### src/rtl/alu_issue_stage_if.sv
// ID/EX boundary bundle: ID-stage inputs, forwarding sources and the
// registered ALU-facing outputs of the issue stage.
interface alu_issue_stage_if;
  // ID-stage control
  logic        in_valid;
  logic        stall;
  logic        flush;
  logic [1:0]  aluOp;
  logic [5:0]  funct;
  logic        aluSrc;
  // ID-stage operands
  logic [4:0]  rs_addr;
  logic [4:0]  rt_addr;
  logic [31:0] rs_data;
  logic [31:0] rt_data;
  logic [31:0] imm_ext;
  // Forwarding sources
  logic        exmem_regWrite;
  logic [4:0]  exmem_rd;
  logic [31:0] exmem_res;
  logic        memwb_regWrite;
  logic [4:0]  memwb_rd;
  logic [31:0] memwb_res;
  // Registered outputs toward the ALU
  logic        ex_valid;
  logic [3:0]  aluCtr;
  logic [31:0] input1;
  logic [31:0] input2;
  logic [31:0] store_data;
  logic        illegal;

  modport master (
    output in_valid, stall, flush, aluOp, funct, aluSrc,
           rs_addr, rt_addr, rs_data, rt_data, imm_ext,
           exmem_regWrite, exmem_rd, exmem_res,
           memwb_regWrite, memwb_rd, memwb_res,
    input  ex_valid, aluCtr, input1, input2, store_data, illegal
  );

  modport slave (
    input  in_valid, stall, flush, aluOp, funct, aluSrc,
           rs_addr, rt_addr, rs_data, rt_data, imm_ext,
           exmem_regWrite, exmem_rd, exmem_res,
           memwb_regWrite, memwb_rd, memwb_res,
    output ex_valid, aluCtr, input1, input2, store_data, illegal
  );
endinterface

### src/rtl/alu_issue_stage.sv
// ALU issue stage: decodes aluOp/funct into aluCtr, resolves EX/MEM and
// MEM/WB forwarding, picks register or immediate for operand 2, and holds
// the result in the ID/EX register with stall and flush control.
module alu_issue_stage (
  input logic              clk,
  input logic              reset,
  alu_issue_stage_if.slave bus
);

  localparam logic [3:0] CTR_ADD = 4'b0010;
  localparam logic [3:0] CTR_SUB = 4'b0110;
  localparam logic [3:0] CTR_AND = 4'b0000;
  localparam logic [3:0] CTR_OR  = 4'b0001;
  localparam logic [3:0] CTR_NOR = 4'b1100;
  localparam logic [3:0] CTR_SLT = 4'b0111;
  localparam logic [3:0] CTR_BNE = 4'b1111;

  logic [3:0]  aluCtrDec;
  logic        illegalDec;
  logic [31:0] rsFwd;
  logic [31:0] rtFwd;

  logic        exValid_q,   exValid_d;
  logic [3:0]  aluCtr_q,    aluCtr_d;
  logic [31:0] input1_q,    input1_d;
  logic [31:0] input2_q,    input2_d;
  logic [31:0] storeData_q, storeData_d;
  logic        illegal_q,   illegal_d;

  // Youngest in-flight writer wins; r0 is hardwired zero and never forwarded.
  function automatic logic [31:0] forwardOperand(
    input logic [4:0]  addr,
    input logic [31:0] rfData,
    input logic        exW,
    input logic [4:0]  exRd,
    input logic [31:0] exRes,
    input logic        wbW,
    input logic [4:0]  wbRd,
    input logic [31:0] wbRes
  );
    logic [31:0] value;
    value = rfData;
    if (exW && (exRd != 5'd0) && (exRd == addr)) begin
      value = exRes;
    end else if (wbW && (wbRd != 5'd0) && (wbRd == addr)) begin
      value = wbRes;
    end
    return value;
  endfunction

  // Translate aluOp/funct into the ALU control code and flag unknown R-type functs.
  always_comb begin
    aluCtrDec  = CTR_ADD;
    illegalDec = 1'b0;
    case (bus.aluOp)
      2'b00: aluCtrDec = CTR_ADD;
      2'b01: aluCtrDec = CTR_SUB;
      2'b11: aluCtrDec = CTR_BNE;
      default: begin
        case (bus.funct)
          6'b100000, 6'b100001: aluCtrDec = CTR_ADD;
          6'b100010, 6'b100011: aluCtrDec = CTR_SUB;
          6'b100100:            aluCtrDec = CTR_AND;
          6'b100101:            aluCtrDec = CTR_OR;
          6'b100111:            aluCtrDec = CTR_NOR;
          6'b101010, 6'b101011: aluCtrDec = CTR_SLT;
          default: begin
            aluCtrDec  = CTR_ADD;
            illegalDec = 1'b1;
          end
        endcase
      end
    endcase
  end

  // Resolve forwarded values for both source registers.
  always_comb begin
    rsFwd = forwardOperand(bus.rs_addr, bus.rs_data,
                           bus.exmem_regWrite, bus.exmem_rd, bus.exmem_res,
                           bus.memwb_regWrite, bus.memwb_rd, bus.memwb_res);
    rtFwd = forwardOperand(bus.rt_addr, bus.rt_data,
                           bus.exmem_regWrite, bus.exmem_rd, bus.exmem_res,
                           bus.memwb_regWrite, bus.memwb_rd, bus.memwb_res);
  end

  // Next ID/EX contents: flush beats stall, stall holds, otherwise load.
  always_comb begin
    exValid_d   = exValid_q;
    aluCtr_d    = aluCtr_q;
    input1_d    = input1_q;
    input2_d    = input2_q;
    storeData_d = storeData_q;
    illegal_d   = illegal_q;
    if (bus.flush) begin
      exValid_d   = 1'b0;
      aluCtr_d    = CTR_ADD;
      input1_d    = 32'd0;
      input2_d    = 32'd0;
      storeData_d = 32'd0;
      illegal_d   = 1'b0;
    end else if (!bus.stall) begin
      exValid_d   = bus.in_valid;
      aluCtr_d    = aluCtrDec;
      input1_d    = rsFwd;
      input2_d    = bus.aluSrc ? bus.imm_ext : rtFwd;
      storeData_d = rtFwd;
      illegal_d   = bus.in_valid & illegalDec;
    end
  end

  // ID/EX pipeline register with asynchronous reset to a bubble.
  always_ff @(posedge clk or posedge reset) begin
    if (reset) begin
      exValid_q   <= 1'b0;
      aluCtr_q    <= CTR_ADD;
      input1_q    <= 32'd0;
      input2_q    <= 32'd0;
      storeData_q <= 32'd0;
      illegal_q   <= 1'b0;
    end else begin
      exValid_q   <= exValid_d;
      aluCtr_q    <= aluCtr_d;
      input1_q    <= input1_d;
      input2_q    <= input2_d;
      storeData_q <= storeData_d;
      illegal_q   <= illegal_d;
    end
  end

  assign bus.ex_valid   = exValid_q;
  assign bus.aluCtr     = aluCtr_q;
  assign bus.input1     = input1_q;
  assign bus.input2     = input2_q;
  assign bus.store_data = storeData_q;
  assign bus.illegal    = illegal_q;

endmodule

### src/flat_wrapper.sv
// flat-port wrapper written by rule: the top's interface ports become plain ports
module alu_issue_stage_flat 
  (clk, reset, bus_in_valid, bus_stall, bus_flush, bus_aluOp, bus_funct, bus_aluSrc, bus_rs_addr, bus_rt_addr, bus_rs_data, bus_rt_data, bus_imm_ext, bus_exmem_regWrite, bus_exmem_rd, bus_exmem_res, bus_memwb_regWrite, bus_memwb_rd, bus_memwb_res, bus_ex_valid, bus_aluCtr, bus_input1, bus_input2, bus_store_data, bus_illegal);
  alu_issue_stage_if bus_i ();
  input logic clk;
  input logic reset;
  input wire logic [$bits(bus_i.in_valid)-1:0] bus_in_valid;
  input wire logic [$bits(bus_i.stall)-1:0] bus_stall;
  input wire logic [$bits(bus_i.flush)-1:0] bus_flush;
  input wire logic [$bits(bus_i.aluOp)-1:0] bus_aluOp;
  input wire logic [$bits(bus_i.funct)-1:0] bus_funct;
  input wire logic [$bits(bus_i.aluSrc)-1:0] bus_aluSrc;
  input wire logic [$bits(bus_i.rs_addr)-1:0] bus_rs_addr;
  input wire logic [$bits(bus_i.rt_addr)-1:0] bus_rt_addr;
  input wire logic [$bits(bus_i.rs_data)-1:0] bus_rs_data;
  input wire logic [$bits(bus_i.rt_data)-1:0] bus_rt_data;
  input wire logic [$bits(bus_i.imm_ext)-1:0] bus_imm_ext;
  input wire logic [$bits(bus_i.exmem_regWrite)-1:0] bus_exmem_regWrite;
  input wire logic [$bits(bus_i.exmem_rd)-1:0] bus_exmem_rd;
  input wire logic [$bits(bus_i.exmem_res)-1:0] bus_exmem_res;
  input wire logic [$bits(bus_i.memwb_regWrite)-1:0] bus_memwb_regWrite;
  input wire logic [$bits(bus_i.memwb_rd)-1:0] bus_memwb_rd;
  input wire logic [$bits(bus_i.memwb_res)-1:0] bus_memwb_res;
  output wire logic [$bits(bus_i.ex_valid)-1:0] bus_ex_valid;
  output wire logic [$bits(bus_i.aluCtr)-1:0] bus_aluCtr;
  output wire logic [$bits(bus_i.input1)-1:0] bus_input1;
  output wire logic [$bits(bus_i.input2)-1:0] bus_input2;
  output wire logic [$bits(bus_i.store_data)-1:0] bus_store_data;
  output wire logic [$bits(bus_i.illegal)-1:0] bus_illegal;
  assign bus_i.in_valid = bus_in_valid;
  assign bus_i.stall = bus_stall;
  assign bus_i.flush = bus_flush;
  assign bus_i.aluOp = bus_aluOp;
  assign bus_i.funct = bus_funct;
  assign bus_i.aluSrc = bus_aluSrc;
  assign bus_i.rs_addr = bus_rs_addr;
  assign bus_i.rt_addr = bus_rt_addr;
  assign bus_i.rs_data = bus_rs_data;
  assign bus_i.rt_data = bus_rt_data;
  assign bus_i.imm_ext = bus_imm_ext;
  assign bus_i.exmem_regWrite = bus_exmem_regWrite;
  assign bus_i.exmem_rd = bus_exmem_rd;
  assign bus_i.exmem_res = bus_exmem_res;
  assign bus_i.memwb_regWrite = bus_memwb_regWrite;
  assign bus_i.memwb_rd = bus_memwb_rd;
  assign bus_i.memwb_res = bus_memwb_res;
  assign bus_ex_valid = bus_i.ex_valid;
  assign bus_aluCtr = bus_i.aluCtr;
  assign bus_input1 = bus_i.input1;
  assign bus_input2 = bus_i.input2;
  assign bus_store_data = bus_i.store_data;
  assign bus_illegal = bus_i.illegal;
  alu_issue_stage u_core (.clk(clk), .reset(reset), .bus(bus_i));
endmodule
### config.mk
export PLATFORM = sky130hd
export DESIGN_NAME = alu_issue_stage_flat
export DESIGN_NICKNAME = d
export VERILOG_FILES = /design/src/rtl/alu_issue_stage_if.sv /design/src/rtl/alu_issue_stage.sv /design/src/flat_wrapper.sv
export SDC_FILE = /design/constraint.sdc
export NUM_CORES = 1
export LEC_CHECK = 0
export CAP_MARGIN = 10
export CORE_MARGIN = 1.5
export CORE_UTILIZATION = 48
export DETAILED_ROUTE_END_ITERATION = 8
export PLACE_DENSITY = 0.93
export SLEW_MARGIN = 20
export SYNTH_ARGS = -nofsm -noshare
export SYNTH_HDL_FRONTEND = slang
export SYNTH_SLANG_ARGS = --single-unit
### constraint.sdc
create_clock -name clk -period 5.4 [get_ports clk]
set_input_delay 1.08 -clock clk [delete_from_list [all_inputs] [get_ports clk]]
set_output_delay 1.08 -clock clk [all_outputs]
set_load 0.01 [all_outputs]
==> results.toml <==
[status]
status = "complete, no violations"

[cts]
htree_levels = 3
post_cts.repair.setup_buffers = 0
cts-buffers-inserted = 9
tritoncts = "yes"
clk_pin_slew_ns = 0.08
insertion_delay_ns = 0.35
cts_resized = 0
cts.path.max_buffers = 2
ctsHoldBuffers = 0
cts-root-buf = "clkbuf_16"
cts_sinks = 102

[grt]
grt_max_degree = 69
grt_pass1_vias = 7704
track_usage_pct = 33.65
antenna_found_initial = 1
grt_overflow = 0
grt_pass1_wl_um = 42770

[hold_path]
holdCritStartpoint = "u_core.bus.aluCtr[1]"
whs_path_depth = 2
hold_path.class = "flip-flop to flip-flop"
holdPathEnd = "u_core.bus.aluCtr[1]"

[route]
wl_per_cell_um = 21.65
drt_iter0_drc = 931
drc = 0
drtAntennaViolNets = 0
num_vias = 8332
firstDrtPassIters = 8
routed_wl_um = 27950
via_per_inst = 6.454

[final_layout]
final_cell_mix = "295 x clkdlybuf4s50_1, 134 x inv_1, 101 x dfrtp_1, 96 x a21oi_1, 85 x o311ai_1"
final_cells = 1291
synthToLayoutAreaGrowth_pct = 43.46
mostFrequentLayoutCell = "clkdlybuf4s50_1"
layout-drive-gt1-share_pct = 9.437
utilization_pct = 70.37
nets = 1293

[timing]
min_period_ns = 3.672
tns_ns = 0
skew_ns = 0
period_share_pct = 68.00
setup_viol = 0
tightestPinTransition_ns = 1.102
slew_viol_final = 0
rsz0062_at_grt = "false"
max_slew_margin_pct = 26.53
fmaxAchievable_mhz = 272.3
hold_violations = 0
hold-worst-slack_ns = 0.4679

[power_and_ir_drop]
power.leakage_nw = 4.244
p_per_area_nw_per_um2 = 208.0
irDropWorstVdd_mv = 0.1421

[yosys]
ys_seq_area_share_pct = 34.24
synthCells = 876
synthMuxAreaShare_pct = 0.1342
synth-simple-area-share_pct = 16.95
ys_seq_elements = 102
synthAdderAreaFrac_pct = 0
synth_area_um2 = 7457
synth_top_family_by_area = "compound AO/OA/AOI/OAI gates"
ys_warn_count = 0
synth_compound_area_share_pct = 33.19
synth-xor-area-share_pct = 2.349
avgSynthCellArea_um2 = 8.513
syn-num-nets = 1072
synth.distinct_cells = 38

[worst_setup_path]
critPathArrivalTime_ns = 3.93
critPathCaptureType = "flip-flop"
cp_max_fo = 64
crit_path_top_delay_cell = "and2_2"
rrSetupSlack_ns = 4.61
start_kind = "input pin"
cp_num_buf_inv = 2
path_delay_family = "simple AND/OR/NAND/NOR gates"
critPathKind = "input pin to flip-flop"
rr_worst_depth = 2
crit_path_cell_trace = "clkdlybuf4s50_1, xnor2_1, and4_1, buf_4, and2_2, o311ai_1, a221oi_2"
r2r_start = "u_core.bus.input2[7]"
rr_endpoint = "u_core.bus.input2[7]"
worst_ep_required_time_ns = 5.66
critical_path.max_stage_delay_ns = 0.94

[floorplan]
rows = 45
io_pins = 298
die_w_um = 127.6
start_util_pct = 49.05
die_area_um2 = 16290
die-height_um = 127.6
core_area_um2 = 15200

[placed_design]
portBuffers = 297
place.gp.congestion = 0.9429
dp_hpwl_um = 20030
dp_cells = 1274

[job]
max_cap_violations = 0
[tightest hold or removal path, cell delays in order (launching register included)]
cell and delay (ns):
dfstp_2 0.37, inv_1 0.05, a32oi_1 0.05
[per-stage QoR]
| step | total power [W] | setup slack [ns] | instance area [um2] |
|---|---|---|---|
| 3_3_place_gp | 0.001493 | 1.488 | 10370 |
| 2_1_floorplan | 0.001168 | 1.646 | 7457 |
| 5_1_grt | 0.002305 | 1.565 | 10700 |
| 6_report | 0.002226 | 1.728 | 10700 |
| 4_1_cts | 0.002224 | 1.762 | 10690 |
| 3_5_place_dp | 0.001506 | 1.404 | 10370 |
[layer usage]
layer / vias to the layer above / routed length [um] / global-route usage (%)
li1: 3717 / - / -
met1: 3854 / 11290 / 47.53
met2: 659 / 12380 / 49.95
met3: 102 / 2938 / 5.946
met4: 0 / 1343 / 16.26
met5: - / 0 / 0
[final cells by class]
class | count | area [um2]
Tap cell | 188 | 235.2
Inverter | 136 | 513.0
Antenna cell | 1 | 2.502
Timing Repair Buffer | 312 | 3093
Fill cell | 1138 | 4504
Clock inverter | 4 | 77.57
Multi-Input combinational cell | 536 | 3976
Clock buffer | 12 | 246.5
Sequential cell | 102 | 2554
[logic make-up after synthesis]
logic type | count (synthesis)
multiplexers | 1
flip-flops | 102
AND/OR/NAND/NOR | 215
buffers and inverters | 238
AO/OA/AOI/OAI | 300
XOR/XNOR | 20
[state kept, by name, indices dropped and copies added (netlist names)]
| register | count |
|---|---|
| u_core.bus.ex_valid | 1 |
| u_core.bus.input2 | 32 |
| u_core.bus.input1 | 32 |
| u_core.bus.illegal | 1 |
| u_core.bus.aluCtr | 4 |
| u_core.bus.store_data | 32 |
[power breakdown]
group	internal (W)	leakage, nW	switching [W]
logic	0.000311	2.74	0.000351
clock network	0.000423	0.158	0.000299
registers	0.000811	1.35	0.0000308
total	0.00154	4.24	0.000681
[worst max-delay path by stage]
stage                                from               endpoint  slack [ns]  cells past startpoint
after floorplan                     reset   u_core.bus.aluCtr[0]        1.65                      1
final                     bus_exmem_rd[3]  u_core.bus.input2[29]        1.73                      7
after global routing      bus_exmem_rd[0]  u_core.bus.input2[29]        1.56                      7
after global placement    bus_exmem_rd[3]  u_core.bus.input2[31]        1.49                      7
after CTS                 bus_exmem_rd[3]  u_core.bus.input2[29]        1.76                      7
after detailed placement  bus_exmem_rd[3]  u_core.bus.input2[29]        1.40                      7
[synth_stat cells]
library cell | n | area [um2]
nor2b_1 | 1 | 6.260
a32oi_1 | 1 | 8.760
a31o_2 | 1 | 8.760
o21ai_0 | 2 | 10.01
nand2_1 | 67 | 251.5
buf_6 | 10 | 112.6
nor4_1 | 1 | 6.260
dfstp_2 | 1 | 26.28
o21a_1 | 1 | 7.510
nand4_1 | 1 | 6.260
clkbuf_1 | 77 | 289.0
a311oi_1 | 1 | 8.760
nor3_2 | 2 | 20.02
o311ai_1 | 85 | 744.5
nor4_2 | 1 | 12.51
and2_1 | 2 | 12.51
o311ai_0 | 11 | 96.34
dfrtp_1 | 101 | 2527
buf_2 | 6 | 30.03
buf_1 | 8 | 30.03
xnor2_1 | 6 | 52.55
a31oi_2 | 27 | 337.8
nor3b_1 | 2 | 15.01
a21oi_1 | 96 | 480.5
a211oi_2 | 2 | 25.02
mux2i_1 | 1 | 10.01
and4_1 | 66 | 578.1
xor2_1 | 14 | 122.6
inv_1 | 136 | 510.5
a221oi_2 | 32 | 480.5
nand3_1 | 64 | 320.3
a22o_1 | 2 | 17.52
a2111o_1 | 1 | 11.26
nor3_1 | 1 | 5.000
or4_1 | 1 | 7.510
buf_4 | 1 | 7.510
a31oi_1 | 38 | 237.7
nor2_1 | 6 | 22.52
Note: power is estimated with default switching activity, not from simulation.
